File: src/rtl/divider_pkg.sv
// Shared widths, state/special-case encodings and helpers for the iterative RV32M divider.
package divider_pkg;

   localparam int DATA_LEN         = 32;
   localparam int CNT_W            = 5;
   localparam int MD_OUT_SEL_WIDTH = 1;

   localparam logic [DATA_LEN-1:0] MIN_INT  = {1'b1, {(DATA_LEN-1){1'b0}}};
   localparam logic [DATA_LEN-1:0] ALL_ONES = {DATA_LEN{1'b1}};
   localparam logic [CNT_W-1:0]    CNT_LAST = CNT_W'(DATA_LEN - 1);

   typedef enum logic [1:0] {
      ST_IDLE = 2'd0,
      ST_CALC = 2'd1,
      ST_FIX  = 2'd2,
      ST_DONE = 2'd3
   } div_state_e;

   typedef enum logic [1:0] {
      SP_NONE = 2'd0,
      SP_DIV0 = 2'd1,
      SP_OVF  = 2'd2
   } div_special_e;

   // Two's-complement negate when en is set.
   function automatic logic [DATA_LEN-1:0] neg_if(input logic [DATA_LEN-1:0] v, input logic en);
      return en ? (~v + {{(DATA_LEN-1){1'b0}}, 1'b1}) : v;
   endfunction

endpackage

File: src/rtl/divider_if.sv
// Request/response bundle between the execute stage and the divider.
interface divider_if;
   import divider_pkg::*;

   logic                        start;
   logic                        flush;
   logic [DATA_LEN-1:0]         src1;
   logic [DATA_LEN-1:0]         src2;
   logic                        op_signed;
   logic [MD_OUT_SEL_WIDTH-1:0] md_out_sel;
   logic                        busy;
   logic                        done;
   logic [DATA_LEN-1:0]         result;

   modport master (
      output start, flush, src1, src2, op_signed, md_out_sel,
      input  busy, done, result
   );

   modport slave (
      input  start, flush, src1, src2, op_signed, md_out_sel,
      output busy, done, result
   );
endinterface

File: src/rtl/divider_step.sv
// One restoring-division iteration: shift in the next dividend bit and try subtracting the divisor.
module divider_step
   import divider_pkg::*;
(
   input  logic [DATA_LEN-1:0] rem_i,
   input  logic                dvd_msb_i,
   input  logic [DATA_LEN-1:0] dsr_i,
   output logic [DATA_LEN-1:0] rem_o,
   output logic                q_bit_o
);

   logic [DATA_LEN:0] shifted_s;
   logic [DATA_LEN:0] trial_s;

   // Trial subtraction; the extra top bit is the borrow that says the divisor did not fit.
   always_comb begin
      shifted_s = {rem_i, dvd_msb_i};
      trial_s   = shifted_s - {1'b0, dsr_i};
      if (trial_s[DATA_LEN] == 1'b0) begin
         rem_o   = trial_s[DATA_LEN-1:0];
         q_bit_o = 1'b1;
      end else begin
         rem_o   = shifted_s[DATA_LEN-1:0];
         q_bit_o = 1'b0;
      end
   end

endmodule

File: src/rtl/divider.sv
// Iterative radix-2 restoring divider for DIV/DIVU/REM/REMU: control FSM, operand prep and sign fix-up.
module divider
   import divider_pkg::*;
(
   input  logic     clk,
   input  logic     rst_n,
   divider_if.slave bus
);

   div_state_e          state_q, state_d;
   div_special_e        special_q, special_d;
   logic [CNT_W-1:0]    cnt_q, cnt_d;
   logic [DATA_LEN-1:0] dvd_q, dvd_d;
   logic [DATA_LEN-1:0] rem_q, rem_d;
   logic [DATA_LEN-1:0] dsr_q, dsr_d;
   logic [DATA_LEN-1:0] res_q, res_d;
   logic                sgn_dvd_q, sgn_dvd_d;
   logic                sgn_dsr_q, sgn_dsr_d;
   logic                sel_rem_q, sel_rem_d;
   logic                busy_q, busy_d;
   logic                done_q, done_d;
   logic [DATA_LEN-1:0] result_q, result_d;

   logic [DATA_LEN-1:0] step_rem_s;
   logic                step_q_s;
   logic                sgn1_s;
   logic                sgn2_s;
   logic                div0_s;
   logic                ovf_s;

   divider_step u_step (
      .rem_i     (rem_q),
      .dvd_msb_i (dvd_q[DATA_LEN-1]),
      .dsr_i     (dsr_q),
      .rem_o     (step_rem_s),
      .q_bit_o   (step_q_s)
   );

   // Next-state, datapath and registered-output logic.
   always_comb begin
      state_d   = state_q;
      special_d = special_q;
      cnt_d     = cnt_q;
      dvd_d     = dvd_q;
      rem_d     = rem_q;
      dsr_d     = dsr_q;
      res_d     = res_q;
      sgn_dvd_d = sgn_dvd_q;
      sgn_dsr_d = sgn_dsr_q;
      sel_rem_d = sel_rem_q;
      busy_d    = 1'b0;
      done_d    = 1'b0;
      result_d  = result_q;

      sgn1_s = bus.op_signed & bus.src1[DATA_LEN-1];
      sgn2_s = bus.op_signed & bus.src2[DATA_LEN-1];
      div0_s = (bus.src2 == {DATA_LEN{1'b0}});
      ovf_s  = bus.op_signed & (bus.src1 == MIN_INT) & (bus.src2 == ALL_ONES);

      case (state_q)
         ST_IDLE: begin
            // done_q high means the FSM only just left DONE; that start belongs to the done cycle.
            if (bus.start && !done_q) begin
               sel_rem_d = bus.md_out_sel[0];
               sgn_dvd_d = sgn1_s;
               sgn_dsr_d = sgn2_s;
               dvd_d     = neg_if(bus.src1, sgn1_s);
               dsr_d     = neg_if(bus.src2, sgn2_s);
               rem_d     = {DATA_LEN{1'b0}};
               cnt_d     = {CNT_W{1'b0}};
               if (div0_s) begin
                  special_d = SP_DIV0;
                  dvd_d     = bus.src1;
                  state_d   = ST_DONE;
               end else if (ovf_s) begin
                  special_d = SP_OVF;
                  state_d   = ST_DONE;
               end else begin
                  special_d = SP_NONE;
                  state_d   = ST_CALC;
               end
            end else begin
               state_d = ST_IDLE;
            end
         end
         ST_CALC: begin
            busy_d = 1'b1;
            rem_d  = step_rem_s;
            dvd_d  = {dvd_q[DATA_LEN-2:0], step_q_s};
            cnt_d  = cnt_q + {{(CNT_W-1){1'b0}}, 1'b1};
            if (cnt_q == CNT_LAST) begin
               state_d = ST_FIX;
            end else begin
               state_d = ST_CALC;
            end
         end
         ST_FIX: begin
            busy_d  = 1'b1;
            res_d   = sel_rem_q ? neg_if(rem_q, sgn_dvd_q)
                                : neg_if(dvd_q, sgn_dvd_q ^ sgn_dsr_q);
            state_d = ST_DONE;
         end
         ST_DONE: begin
            done_d  = 1'b1;
            state_d = ST_IDLE;
            case (special_q)
               SP_DIV0: result_d = sel_rem_q ? dvd_q : ALL_ONES;
               SP_OVF:  result_d = sel_rem_q ? {DATA_LEN{1'b0}} : MIN_INT;
               default: result_d = res_q;
            endcase
         end
         default: begin
            state_d = ST_IDLE;
         end
      endcase

      // Flush wins over everything: abandon the operation silently.
      state_d  = bus.flush ? ST_IDLE  : state_d;
      busy_d   = bus.flush ? 1'b0     : busy_d;
      done_d   = bus.flush ? 1'b0     : done_d;
      result_d = bus.flush ? result_q : result_d;
   end

   // State and datapath registers.
   always_ff @(posedge clk or negedge rst_n) begin
      if (!rst_n) begin
         state_q   <= ST_IDLE;
         special_q <= SP_NONE;
         cnt_q     <= {CNT_W{1'b0}};
         dvd_q     <= {DATA_LEN{1'b0}};
         rem_q     <= {DATA_LEN{1'b0}};
         dsr_q     <= {DATA_LEN{1'b0}};
         res_q     <= {DATA_LEN{1'b0}};
         sgn_dvd_q <= 1'b0;
         sgn_dsr_q <= 1'b0;
         sel_rem_q <= 1'b0;
         busy_q    <= 1'b0;
         done_q    <= 1'b0;
         result_q  <= {DATA_LEN{1'b0}};
      end else begin
         state_q   <= state_d;
         special_q <= special_d;
         cnt_q     <= cnt_d;
         dvd_q     <= dvd_d;
         rem_q     <= rem_d;
         dsr_q     <= dsr_d;
         res_q     <= res_d;
         sgn_dvd_q <= sgn_dvd_d;
         sgn_dsr_q <= sgn_dsr_d;
         sel_rem_q <= sel_rem_d;
         busy_q    <= busy_d;
         done_q    <= done_d;
         result_q  <= result_d;
      end
   end

   assign bus.busy   = busy_q;
   assign bus.done   = done_q;
   assign bus.result = result_q;

endmodule

File: src/flat_wrapper.sv
// flat-port wrapper written by rule: the top's interface ports become plain ports
module divider_flat import divider_pkg::*;
  (clk, rst_n, bus_start, bus_flush, bus_src1, bus_src2, bus_op_signed, bus_md_out_sel, bus_busy, bus_done, bus_result);
  divider_if bus_i ();
  input  logic clk;
  input  logic rst_n;
  input wire logic [$bits(bus_i.start)-1:0] bus_start;
  input wire logic [$bits(bus_i.flush)-1:0] bus_flush;
  input wire logic [$bits(bus_i.src1)-1:0] bus_src1;
  input wire logic [$bits(bus_i.src2)-1:0] bus_src2;
  input wire logic [$bits(bus_i.op_signed)-1:0] bus_op_signed;
  input wire logic [$bits(bus_i.md_out_sel)-1:0] bus_md_out_sel;
  output wire logic [$bits(bus_i.busy)-1:0] bus_busy;
  output wire logic [$bits(bus_i.done)-1:0] bus_done;
  output wire logic [$bits(bus_i.result)-1:0] bus_result;
  assign bus_i.start = bus_start;
  assign bus_i.flush = bus_flush;
  assign bus_i.src1 = bus_src1;
  assign bus_i.src2 = bus_src2;
  assign bus_i.op_signed = bus_op_signed;
  assign bus_i.md_out_sel = bus_md_out_sel;
  assign bus_busy = bus_i.busy;
  assign bus_done = bus_i.done;
  assign bus_result = bus_i.result;
  divider u_core (.clk(clk), .rst_n(rst_n), .bus(bus_i));
endmodule
File: config.mk
export PLATFORM = sky130hd
export DESIGN_NAME = divider_flat
export DESIGN_NICKNAME = d
export VERILOG_FILES = /design/src/rtl/divider_pkg.sv /design/src/rtl/divider_if.sv /design/src/rtl/divider_step.sv /design/src/rtl/divider.sv /design/src/flat_wrapper.sv
export SDC_FILE = /design/constraint.sdc
export NUM_CORES = 1
export LEC_CHECK = 0
export CORE_MARGIN = 5
export CORE_UTILIZATION = 50
export CTS_BUF_LIST = sky130_fd_sc_hd__clkbuf_4 sky130_fd_sc_hd__clkbuf_8
export CTS_CLUSTER_DIAMETER = 60
export CTS_CLUSTER_SIZE = 16
export DETAILED_ROUTE_END_ITERATION = 8
export PLACE_DENSITY_LB_ADDON = 0.05
export REMOVE_ABC_BUFFERS = 1
export SYNTH_ARGS = -nofsm -noshare
export SYNTH_HDL_FRONTEND = slang
export SYNTH_SLANG_ARGS = --single-unit
File: constraint.sdc
create_clock -name clk -period 4.4 [get_ports clk]
set_input_delay 0.44 -clock clk [delete_from_list [all_inputs] [get_ports clk]]
set_output_delay 0.44 -clock clk [all_outputs]
set_load 0.05 [all_outputs]
Yosys cells after proc, flatten, opt, wreduce, memory -nomap -nowiden
Index checks and enable logic that the tools add are counted.

Register bits after elaboration: 174. Bits of input ports: 70. Output and inout port bits: 34. Word-level logic and storage cells: 76.

$add $sub $neg: 6. Equality and inequality tests: 9. Multiplexer cells: 29. Bitwise gates (word level): 10. Reductions and logical operators: 9.

Operators by type and width (number): $mux 32 (11); $pmux 32 s2 (3); $add 32x1->32 const B (4); $not 32->32 (4); $eq 32x32->1 const B (2); $sub 33x32->33 (1); $logic_not 32->1 (1); $mux 2 (7); $pmux 5 s2 (1); $pmux 2 s4 (1); $eq 2x2->1 const B (3); $reduce_and 2->1 (3); $add 5x1->5 const B (1); $eq 5x5->1 const B (1); $mux 1 (5); $mux 5 (1); $and 1x1->1 (4); $eq 2x1->1 const B (2); $logic_not 2->1 (1); $ne 2x1->1 const B (1); $reduce_bool 2->1 (1); $reduce_or 2->1 (1); $logic_and 1x1->1 (1); $logic_not 1->1 (1); other kinds (2) (2).

Logic depth before layout (Yosys ltp)
Depth after elaboration: 8. Depth in mapped cells: 14. Gate-level depth less buffers: 13.

Modules after synthesis
Synthesis repeated with hierarchy kept, for this count alone.

Cell total of the unflattened synthesis: 1522. Area total of the unflattened synthesis: 12687.2 µm².

By module, submodules not included: divider (instances 1, cells an instance 1217, area an instance 10328.7 µm², sequential area each 4354.2 µm²); divider_step (instances 1, cells an instance 305, area an instance 2358.5 µm², sequential area each 0.0 µm²).

Worst setup path before layout
OpenSTA, ideal clock, no wires.

Kind: flip-flop to flip-flop. From: register u_core.dvd_q[31]. To: register u_core.rem_q[27]. Library setup time: 133 ps. Arrival time: 3288 ps. Setup slack: 979 ps. Cell stages (with the launch flop): 15. Buffers on the path: 1. Clock period less this slack: 3421 ps. Cells stage by stage: dfrtp_1 > inv_1 > ha_1 > fa_1 > nand2b_1 > a21o_1 > a21oi_1 > a211o_1 > a211oi_2 > o31ai_1 > o41ai_4 > xnor2_2 > buf_2 > mux2i_1 > o21ai_0.

Cells in the longest elaborated chain, start to end: 3.

RTL lines: start, declared (RTL line divider.sv:13) `logic [DATA_LEN-1:0] dvd_q, dvd_d;`; start signal, assigned (RTL line divider.sv:130) `dvd_q <= {DATA_LEN{1'b0}};`; start signal, assigned (RTL line divider.sv:144) `dvd_q <= dvd_d;`; $sub 33x32->33 (RTL line divider_step.sv:18) `trial_s = shifted_s - {1'b0, dsr_i};`; $mux 32 (RTL line divider_step.sv:19) `if (trial_s[DATA_LEN] == 1'b0) begin`; $pmux 32 s2 (RTL line divider.sv:60) `case (state_q)`; end signal, assigned (RTL line divider.sv:131) `rem_q <= {DATA_LEN{1'b0}};`; end signal, assigned (RTL line divider.sv:145) `rem_q <= rem_d;`; end, declared (RTL line divider.sv:14) `logic [DATA_LEN-1:0] rem_q, rem_d;`.

Every way passes these cells. A chain may end at the register's enable or synchronous reset.

Worst setup path after layout
From: register u_core.rem_q[6]. To: register u_core.rem_q[17].

Cells in the longest elaborated chain, start to end: 3.

RTL lines (RTL line): $sub 33x32->33 (divider_step.sv:18); $mux 32 (divider_step.sv:19); $pmux 32 s2 (divider.sv:60).

Every way passes these cells.

==> results.yml <==
outcome:
  status: "complete, no violations"
placed_design:
  port_buffers: 103
  finalWeightedCongestion: 0.881
  hpwl_mm: 23.7
  pre_cts_ws_ns: 0.628
critical_path:
  r2r-end: "u_core.rem_q[17]"
  max_stage_delay_ns: 0.49
  ff2ff_setup_slack_ns: 0.67
  cp_data_arrival_time_ns: 4.04
  path_common_cell: "o21ai_0"
  cp_max_fo: 45
  path_buf_inv: 2
  end_kind: "flop"
  reg2reg_depth: 13
  critPathTopFamily: "compound AO/OA/AOI/OAI gates"
  crit_chain: "ha_1 > a21o_1 > o21ai_0 > a21oi_1 > a211o_1 > a211oi_2 > o31ai_1 > buf_4 > o41ai_4 > xnor2_4 > buf_12 > mux2i_1 > o21ai_0"
  crit_type: "flop to flop"
  cp.required_ns: 4.71
  crit_slowest_cell: "dfrtp_1"
  cp-start-kind: "flop"
  r2r-start: "u_core.rem_q[6]"
layout:
  antenna_cells: 0
  postLayoutCoreUtil_pct: 57.6
  area_delta_synth_final_pct: 13.5
  final_nets: 1721
  layout-drive-gt1-share_pct: 4.82
die:
  die_area_sq_um: 27800
  die_w_um: 167
  pin_count: 104
  start_util_pct: 50.7
  rows: 57
  die_y_um: 167
  core_area_sq_um: 24200
sta:
  period_minus_slack_ns: 3.73
  slew_viol_final: 0
  finClkSkew_ns: 0.0200
  worst_pin_slew_ns: 1.11
  slew_headroom_pct: 26.3
  max_freq_mhz: 268
  hold_violations: 0
  post-route-period-util_pct: 84.8
  worst_slack_ns: 0.670
  finalSetupViolCount: 0
  rsz0062_at_grt: "false"
clock_network:
  postCtsHoldBufs: 0
  htreeDepth: 4
  cts_setup_buffers: 0
  clk_latency_ns: 0.48
  clock_path_buffers: 2
  ctsResizeCount: 0
  clock_sink_count: 174
  cts_root_buf: "clkbuf_8"
  cts.reportedPaths.clkPinSlew_ns: 0.11
  cts_buffers: 17
  cts_tree: "done"
flow_run:
  drv_cap: 0
power:
  p_leak_nw: 6.01
  ir_drop_uv: 148
  power_density_nw_per_um2: 301
route:
  drtAntennaViolNets: 0
  vias: 10807
  via_per_inst: 5.56
  routed_wl_mm: 31.7
  drt_iter0_drc: 791
  first_pass_iters: 6
  drc_errors: 0
  routedWlPerCell_um: 16.3
synthesis:
  synthesis.area_sq_um: 12300
  synthArstFlopShare_pct: 100
  seq_area_frac_synth_pct: 35.4
  synth.avg_cell_area_sq_um: 7.89
  yosys_register_bits: 174
  ys_warn_count: 0
  synth_cell_types: 61
  synthCells: 1559
  synth-edff-count: 0
  ys.flop_type: "dfrtp_1"
hold_path:
  hold_path_class: "input pin to async pin"
global_routing:
  antenna_found_initial: 0
  grt_pass1_wl_mm: 52.8
  grt_max_degree: 95
  grt_usage_pct: 22.8
  first_global_vias: 10190
  grt_overflow_total: 0
==> synth_stat cells, types with 14 or more instances <==
library cell	n	area, sq um
o211ai_1	20	150
clkbuf_1	82	308
nor2_1	142	533
xnor2_1	70	613
nand4_1	17	106
nand3_1	22	110
a21oi_1	141	706
ha_1	45	563
dfrtp_1	174	4350
o31ai_1	25	188
nor3_1	18	90.1
mux2i_1	21	210
inv_1	73	274
o21ai_0	231	1160
xor2_1	77	674
nor2b_1	14	87.6
nor4_1	17	106
nand2_1	212	796
a21o_1	15	113
==> worst max-delay path by stage <==
stage / from / slack (ns) / to / cells after the start
finish: u_core.rem_q[6] / 0.67 / u_core.rem_q[17] / 13
global route: u_core.rem_q[6] / 0.40 / u_core.rem_q[13] / 13
CTS: u_core.rem_q[6] / 0.66 / u_core.rem_q[25] / 13
detailed placement: bus_src2[0] / 0.63 / u_core.dvd_q[12] / 13
global placement: bus_src2[20] / 0.67 / u_core.dvd_q[17] / 11
floorplan: u_core.state_q[0] / -0.25 / u_core.rem_q[29] / 7
==> flip-flops by register name, indices dropped and copies added, names as in the netlist <==
register / cells
u_core.state_q: 2
u_core.res_q: 32
u_core.dsr_q: 32
u_core.special_q: 2
u_core.sel_rem_q: 1
u_core.dvd_q: 32
u_core.cnt_q: 5
u_core.sgn_dsr_q: 1
u_core.bus.busy: 1
u_core.sgn_dvd_q: 1
u_core.bus.result: 32
u_core.bus.done: 1
u_core.rem_q: 32
==> layer usage <==
layer	vias to the layer above	wire length [um]	GRT usage, %
met3	33	1370	2.56
met2	249	14600	36.9
met4	0	458	5.55
li1	5536	-	-
met1	4989	15300	33.0
met5	-	0	0
==> cell families (layout without fill, tap and decap cells) <==
| group | after synthesis | count (layout) | synth area share (%) |
|---|---|---|---|
| fa+ha+maj | 46 | 46 | 4.74 |
| compound gates | 501 | 501 | 23.8 |
| buf+inv | 169 | 228 | 5.33 |
| mux | 25 | 25 | 2.07 |
| flops | 174 | 174 | 35.4 |
| simple gates | 496 | 496 | 18.0 |
| xor+xnor | 148 | 148 | 10.6 |
==> layout by cell type, fill, tap and decap left out, types with 6 or more instances in the layout <==
cell / count
o41ai_1: 10
o31ai_1: 25
nor3_1: 18
o21bai_1: 6
nor2b_1: 13
dfrtp_1: 174
a31oi_1: 8
clkdlybuf4s50_1: 102
o21a_1: 7
ha_1: 42
or3_1: 13
mux2i_1: 21
a21oi_1: 141
o211ai_1: 20
xor2_1: 77
buf_4: 18
xnor2_1: 70
o21ai_0: 231
nor4_1: 17
nand3_1: 22
or4_1: 11
nand2b_1: 8
o311ai_1: 11
inv_1: 73
nand2_1: 212
nor2_1: 142
clkbuf_8: 18
a21o_1: 15
nand4_1: 17
==> report_power, final <==
part	switching (mW)	internal (mW)	total, mW
Combinational	0.665	0.451	1.12
Clock	0.650	0.537	1.19
Sequential	0.167	1.73	1.90
==> worst register-to-register path: cells and delay by family, from the launching register on <==
family,cells,cell delay (ns)
AO/OA/AOI/OAI,8,1.83
XOR/XNOR,1,0.18
adder cells (fa/ha/maj),1,0.38
buffers and inverters,2,0.41
flip-flops,1,0.49
multiplexers,1,0.24
==> area by class of cell <==
class	instances	area [sq um]
Fill cell	2341	10300
Multi-Input combinational cell	1216	7320
Sequential cell	174	4350
Timing Repair Buffer	123	1210
Tap cell	324	405
Inverter	73	274
Clock buffer	19	255
Clock inverter	13	153
==> stage by stage <==
| step | TNS [ns] | instance area, sq um | cells | total power [mW] | hold slack [ns] |
|---|---|---|---|---|---|
| after floorplan | -2.05 | 11900 | 1463 | 2.64 | 0.144 |
| after global placement | 0 | 13600 | 1910 | 3.02 | 0.459 |
| after detailed placement | 0 | 13600 | 1910 | 3.04 | 0.469 |
| after CTS | 0 | 14000 | 1942 | 4.23 | 0.0554 |
| after global routing | 0 | 14000 | 1942 | 4.47 | 0.0998 |
| final | 0 | 14000 | 1942 | 4.20 | 0.0300 |
(Power assumes the default switching activity.)
==> patch 1, RTL diff (same flow settings) <==
`DATA_LEN`: 32 -> 64.
--- a/src/rtl/divider_pkg.sv
+++ b/src/rtl/divider_pkg.sv
@@ -2,5 +2,5 @@
 package divider_pkg;
 
-   localparam int DATA_LEN         = 32;
+   localparam int DATA_LEN         = 64;
    localparam int CNT_W            = 5;
    localparam int MD_OUT_SEL_WIDTH = 1;
Ports: changed (resized bus_result, bus_src1 and bus_src2); port bits go from 104 to 200. The function was not compared with the original's and may differ.
==> patch 1 against the unedited design <==
Final cell count rose by 110%. Design area rose by 100%. Critical endpoint is now u_core.rem_q[12]. Sequential cell count rose by 160. Power rose by 100%. Combinational power rose by 120%. Setup slack got worse by 0.44 ns. Wire length rose to 2.5 times the old value. Area after synthesis rose by 100%. Maximum frequency fell by 11%. Largest cell class unchanged. Highest routed layer unchanged. First-iteration DRC count rose to 2.7 times the old value. Largest power group unchanged. Count of clock-buffer cells in the layout rose by 24. Non-clock buffer count rose by 186. Global-route usage rose by 6.1 points. Die area rose by 93%.
==> patch 1: results (changes against the unedited design) <==
| Metric | Value |
|---|---|
| Hold buffers post-CTS | 1 (was 0) |
| First-pass GRT wire length | 126000 um (was 52800 um) |
| Critical Path AT | 4.66 ns (was 4.04 ns) |
| Met3 Use GR | 3.47% (was 2.56%) |
| Met1 Use GR | 42.3% (was 33.0%) |
| Post-synthesis compound-gate area fraction | 22.8% (was 23.8%) |
| R2r startpoint | u_core.dvd_q[63] (was u_core.rem_q[6]) |
| Critical path peak fanout | 15 (was 45) |
| Initial drt markers | 2155 (was 791) |
| Clk_lat worst skew | 0.66 ns (was 0.48 ns) |
| Register area share after synthesis | 33.9% (was 35.4%) |
| Slowest CP cell | a311o_1 (was dfrtp_1) |
| Synth Instances | 3190 (was 1559) |
| Met2 routed WL | 35900 um (was 14600 um) |
| Final-layout clock-cell area share | 3.04% (was 2.92%) |
| Max Buffers Root-to-Sink | 3 (was 2) |
| Worst hold slack | 0.434 ns (was 0.0300 ns) |
| Hpwl dp | 60100 um (was 23700 um) |
| Synth cell count leaders | 421 x nand2_1, 421 x o21ai_0, 334 x dfrtp_1 (was 231 x o21ai_0, 212 x nand2_1, 174 x dfrtp_1) |
| Total Wirelength | 79600 um (was 31700 um) |
| Fraction of layout instances using a drive strength above 1 | 7.19% (was 4.82%) |
| Fin Clk Skew | 0.0527 ns (was 0.0200 ns) |
| # placed instances | 3947 (was 1910) |
| Seq area share | 29.3% (was 31.2%) |
| Filler cells | 4611 (was 2341) |
| Seq cells post-synth | 334 (was 174) |
| Pleak | 12.1 nW (was 6.01 nW) |
| WL/cell | 19.8 um (was 16.3 um) |
| Critical R2R Capture | u_core.rem_q[12] (was u_core.rem_q[17]) |
| Synth Area in Adders | 3.99% (was 4.74%) |
| Global-route usage over all layers | 28.9% (was 22.8%) |
| Multi-input combinational area share | 52.9% (was 52.4%) |
| Grt met2 use | 46.1% (was 36.9%) |
| Maximum operating frequency | 0.240 GHz (was 0.268 GHz) |
| Status | finished, final reports clean (unchanged) |
| Post-Place Cell Area | 27700 um^2 (was 13600 um^2) |
| Max Used Layer | met4 (unchanged) |
| H-tree levels | 2 (was 4) |
| Vias in the first global route | 22.5k (was 10.2k) |
| Worst rel slew slack | 37.2% (was 26.3%) |
| Xor/xnor share of the synthesized area | 10.3% (was 10.6%) |
| Final #Nets | 3535 (was 1721) |
| Cts bufs inserted | 37 (was 17) |
| PD cells | 301 nW/um^2 (about the same) |
| Metal3 WL | 4850 um (was 1370 um) |
| Routability cong. | 0.962 (was 0.881) |
| Unique masters post-synth | 69 (was 61) |
| Data buffer area share | 10.3% (was 8.65%) |
| Multi-input gate count | 2523 (was 1216) |
| Port bufs | 199 (was 103) |
| Buffers excl. clock | 309 (was 123) |
| Worst VDD drop | 0.000171 V (was 0.000148 V) |
[patch 1: changes by cell type after synthesis, moves of 43 or more]
cell,unedited run,this run
mux2i_1,21,77
a21oi_1,141,310
o21ai_0,231,421
inv_1,73,116
nor2_1,142,287
dfrtp_1,174,334
xnor2_1,70,171
clkbuf_1,82,184
nand2_1,212,421
[patch 1: report_power, final]
group / internal [mW] / switching, mW / leakage (nW)
Sequential: 3.28 / 0.354 / 4.44
Combinational: 0.957 / 1.52 / 7.25
Clock: 1.13 / 1.34 / 0.439
[patch 1: cell families after synthesis]
kind of cell               after synthesis
DFF                                    334
and+or+nand+nor                       1064
adders and majority gates               78
AOI/OAI and AO/OA                      994
xor gates and xnor gates               290
buffers and inverters                  333
muxes                                   97
[patch 1: worst reg2reg max path: cells and delay by family (launching register included)]
kind	cells	cell delay, ns
compound gates	8	2.14
fa+ha+maj	2	0.65
buf+inv	4	0.64
flops	1	0.36
simple gates	2	0.24
==> patch 2, RTL diff (same settings) <==
Made on the original files. Re-encode `div_state_e` (4 states) as one-hot, 4 bits wide.
--- a/src/rtl/divider_pkg.sv
+++ b/src/rtl/divider_pkg.sv
@@ -10,9 +10,9 @@
    localparam logic [CNT_W-1:0]    CNT_LAST = CNT_W'(DATA_LEN - 1);
 
-   typedef enum logic [1:0] {
-      ST_IDLE = 2'd0,
-      ST_CALC = 2'd1,
-      ST_FIX  = 2'd2,
-      ST_DONE = 2'd3
+   typedef enum logic [3:0] {
+      ST_IDLE = 4'b0001,
+      ST_CALC = 4'b0010,
+      ST_FIX  = 4'b0100,
+      ST_DONE = 4'b1000
    } div_state_e;
 
Behaviour: same outputs for any inputs over 10 cycles, from zero or initial values and one cycle with rst_n low; not proved beyond that.
==> patch 2 against the unedited design <==
Critical endpoint is now u_core.rem_q[20]. Highest routed layer unchanged. Design area down 0.29%. Clock skew up 0.0036 ns. Sequential cell count up 2. Non-clock buffer count up 5. Power up 23%. Wire length up 10%. Area after synthesis down 0.66%. Setup slack worse by 0.058 ns. Die area down 0.62%.
==> patch 2: results (changes against the unedited design) <==
| Metric | Value |
|---|---|
| Worst slew pin tran | 1.16 ns (was 1.11 ns) |
| Worst hold slack | 0.0748 ns (was 0.0300 ns) |
| Largest net degree at the start of global routing | 103 (was 95) |
| H-tree levels | 4 (unchanged) |
| Flop-to-flop setup slack | 0.61 ns (was 0.67 ns) |
| Register area share after synthesis | 36.0% (was 35.4%) |
| Clk_lat worst skew | 0.47 ns |
| Status | finished, final reports clean (unchanged) |
| Worst reg2reg path depth | 13 (unchanged) |
| Hpwl dp | 25800 um (was 23700 um) |
| Unique masters post-synth | 63 (was 61) |
| DR pass1 iterations | 5 (was 6) |
| Period utilization | 86.1% (was 84.8%) |
| Port bufs | 103 (unchanged) |
| Post-Place Cell Area | 13500 um^2 (was 13600 um^2) |
| Vias in the first global route | 10.8k (was 10.2k) |
| Vias per inst | 5.79 (was 5.56) |
| Grt ovf | 0 (unchanged) |
| Worst hold path class | primary input to async pin (unchanged) |
| Pleak | 5.74 nW (was 6.01 nW) |
| Fraction of layout instances using a drive strength above 1 | 4.92% (was 4.82%) |
| Max Buffers Root-to-Sink | 2 (unchanged) |
| Async SR Flop Fraction | 100% (unchanged) |
| Fin Clk Skew | 0.0235 ns (was 0.0200 ns) |
| Pre-CTS WS | 0.570 ns (was 0.628 ns) |
| Worst VDD drop | 0.000213 V (was 0.000148 V) |
| Setup Buffers After CTS | 0 (unchanged) |
| WL/cell | 18.3 um (was 16.3 um) |
| Syn. warnings | 0 (unchanged) |
| Initial antenna violation count | 0 (unchanged) |
| Critical R2R Capture | u_core.rem_q[20] (was u_core.rem_q[17]) |
| Worst Setup SP | u_core.dvd_q[31] (was u_core.rem_q[6]) |
| N_diodes | 0 (unchanged) |
| Global-route usage over all layers | 25.2% (was 22.8%) |
| Initial drt markers | 950 (was 791) |
| Non-filler instance count after layout | 1910 (was 1942) |
| Cts bufs inserted | 17 (unchanged) |
| Synth cell count leaders | 255 x o21ai_0, 193 x nand2_1, 175 x dfrtp_1 (was 231 x o21ai_0, 212 x nand2_1, 174 x dfrtp_1) |
| CTS root buf | clkbuf_8 (unchanged) |
| Synth top area cells | dfrtp_1 36%, o21ai_0 10%, nand2_1 5.9%, xor2_1 4.9%, xnor2_1 4.7% (was dfrtp_1 35%, o21ai_0 9.4%, nand2_1 6.5%, a21oi_1 5.7%, xor2_1 5.5%) |
| Critical Path AT | 4.13 ns (was 4.04 ns) |
| First-pass GRT wire length | 57600 um (was 52800 um) |
| PostCTS Resize Cnt | 0 (unchanged) |
| Critical path peak fanout | 30 (was 45) |
| Routability cong. | 0.884 (was 0.881) |
| Final #Nets | 1686 (was 1721) |
| Clock Pin Slew Worst Setup and Hold Paths | 0.11 ns (about the same) |
| Syn Area/Cell | 8.00 um^2 (was 7.89 um^2) |
-- patch 2: critical path, cell delays in order, from the launching register on --
cell,delay (ns)
dfrtp_1,0.36
inv_1,0.06
ha_1,0.22
fa_1,0.40
nor2b_1,0.18
o2111ai_1,0.17
a211oi_1,0.45
o211ai_1,0.26
a31o_2,0.32
a31oi_1,0.37
xor2_4,0.21
buf_12,0.23
nor2_1,0.08
a221o_1,0.34
-- patch 2: cell type report --
cell class                 instances  area [um^2]
clock buffer                      19          255
clock inverter                    12          149
fill                            2296        10300
inverter                          51          191
multi-input combinational       1200         7290
sequential                       176         4410
tap                              324          405
timing repair buffer             128         1230
-- patch 2: how the worst max path moves through the flow --
stage | slack (ns) | cells after the start | end
after floorplan | -2.62 | 4 | u_core.dvd_q[23]
after global placement | 0.61 | 8 | u_core.dvd_q[31]
after detailed placement | 0.57 | 8 | u_core.dvd_q[31]
after CTS | 0.62 | 13 | u_core.rem_q[20]
after global routing | 0.36 | 13 | u_core.rem_q[20]
final | 0.61 | 13 | u_core.rem_q[20]
-- patch 2: cells by family (layout without fill, tap and decap cells) --
group                    Yosys count  count (layout)  synth area share (%)
adder cells (fa/ha/maj)           42              42                  4.36
AO/OA/AOI/OAI                    507             507                  24.2
buffers and inverters            151             210                  4.73
AND/OR/NAND/NOR                  488             488                  18.7
XOR/XNOR                         134             134                  9.60
multiplexers                      29              29                  2.38
flip-flops                       176             176                  36.1
-- patch 2: where the power goes --
part	switching [mW]	internal (mW)	leakage (nW)
sequential	0.290	1.83	2.34
combinational	1.11	0.741	3.19
clock	0.643	0.539	0.197
-- patch 2: per-layer routing --
layer  vias up  share of wire [%]  global-route usage [%]
li1       5551                  -                       -
met1      5164                 46                    35.1
met2       307                 46                    41.4
met3        45                5.6                    3.78
met4         0                2.3                    6.83
met5         -                  0                       0
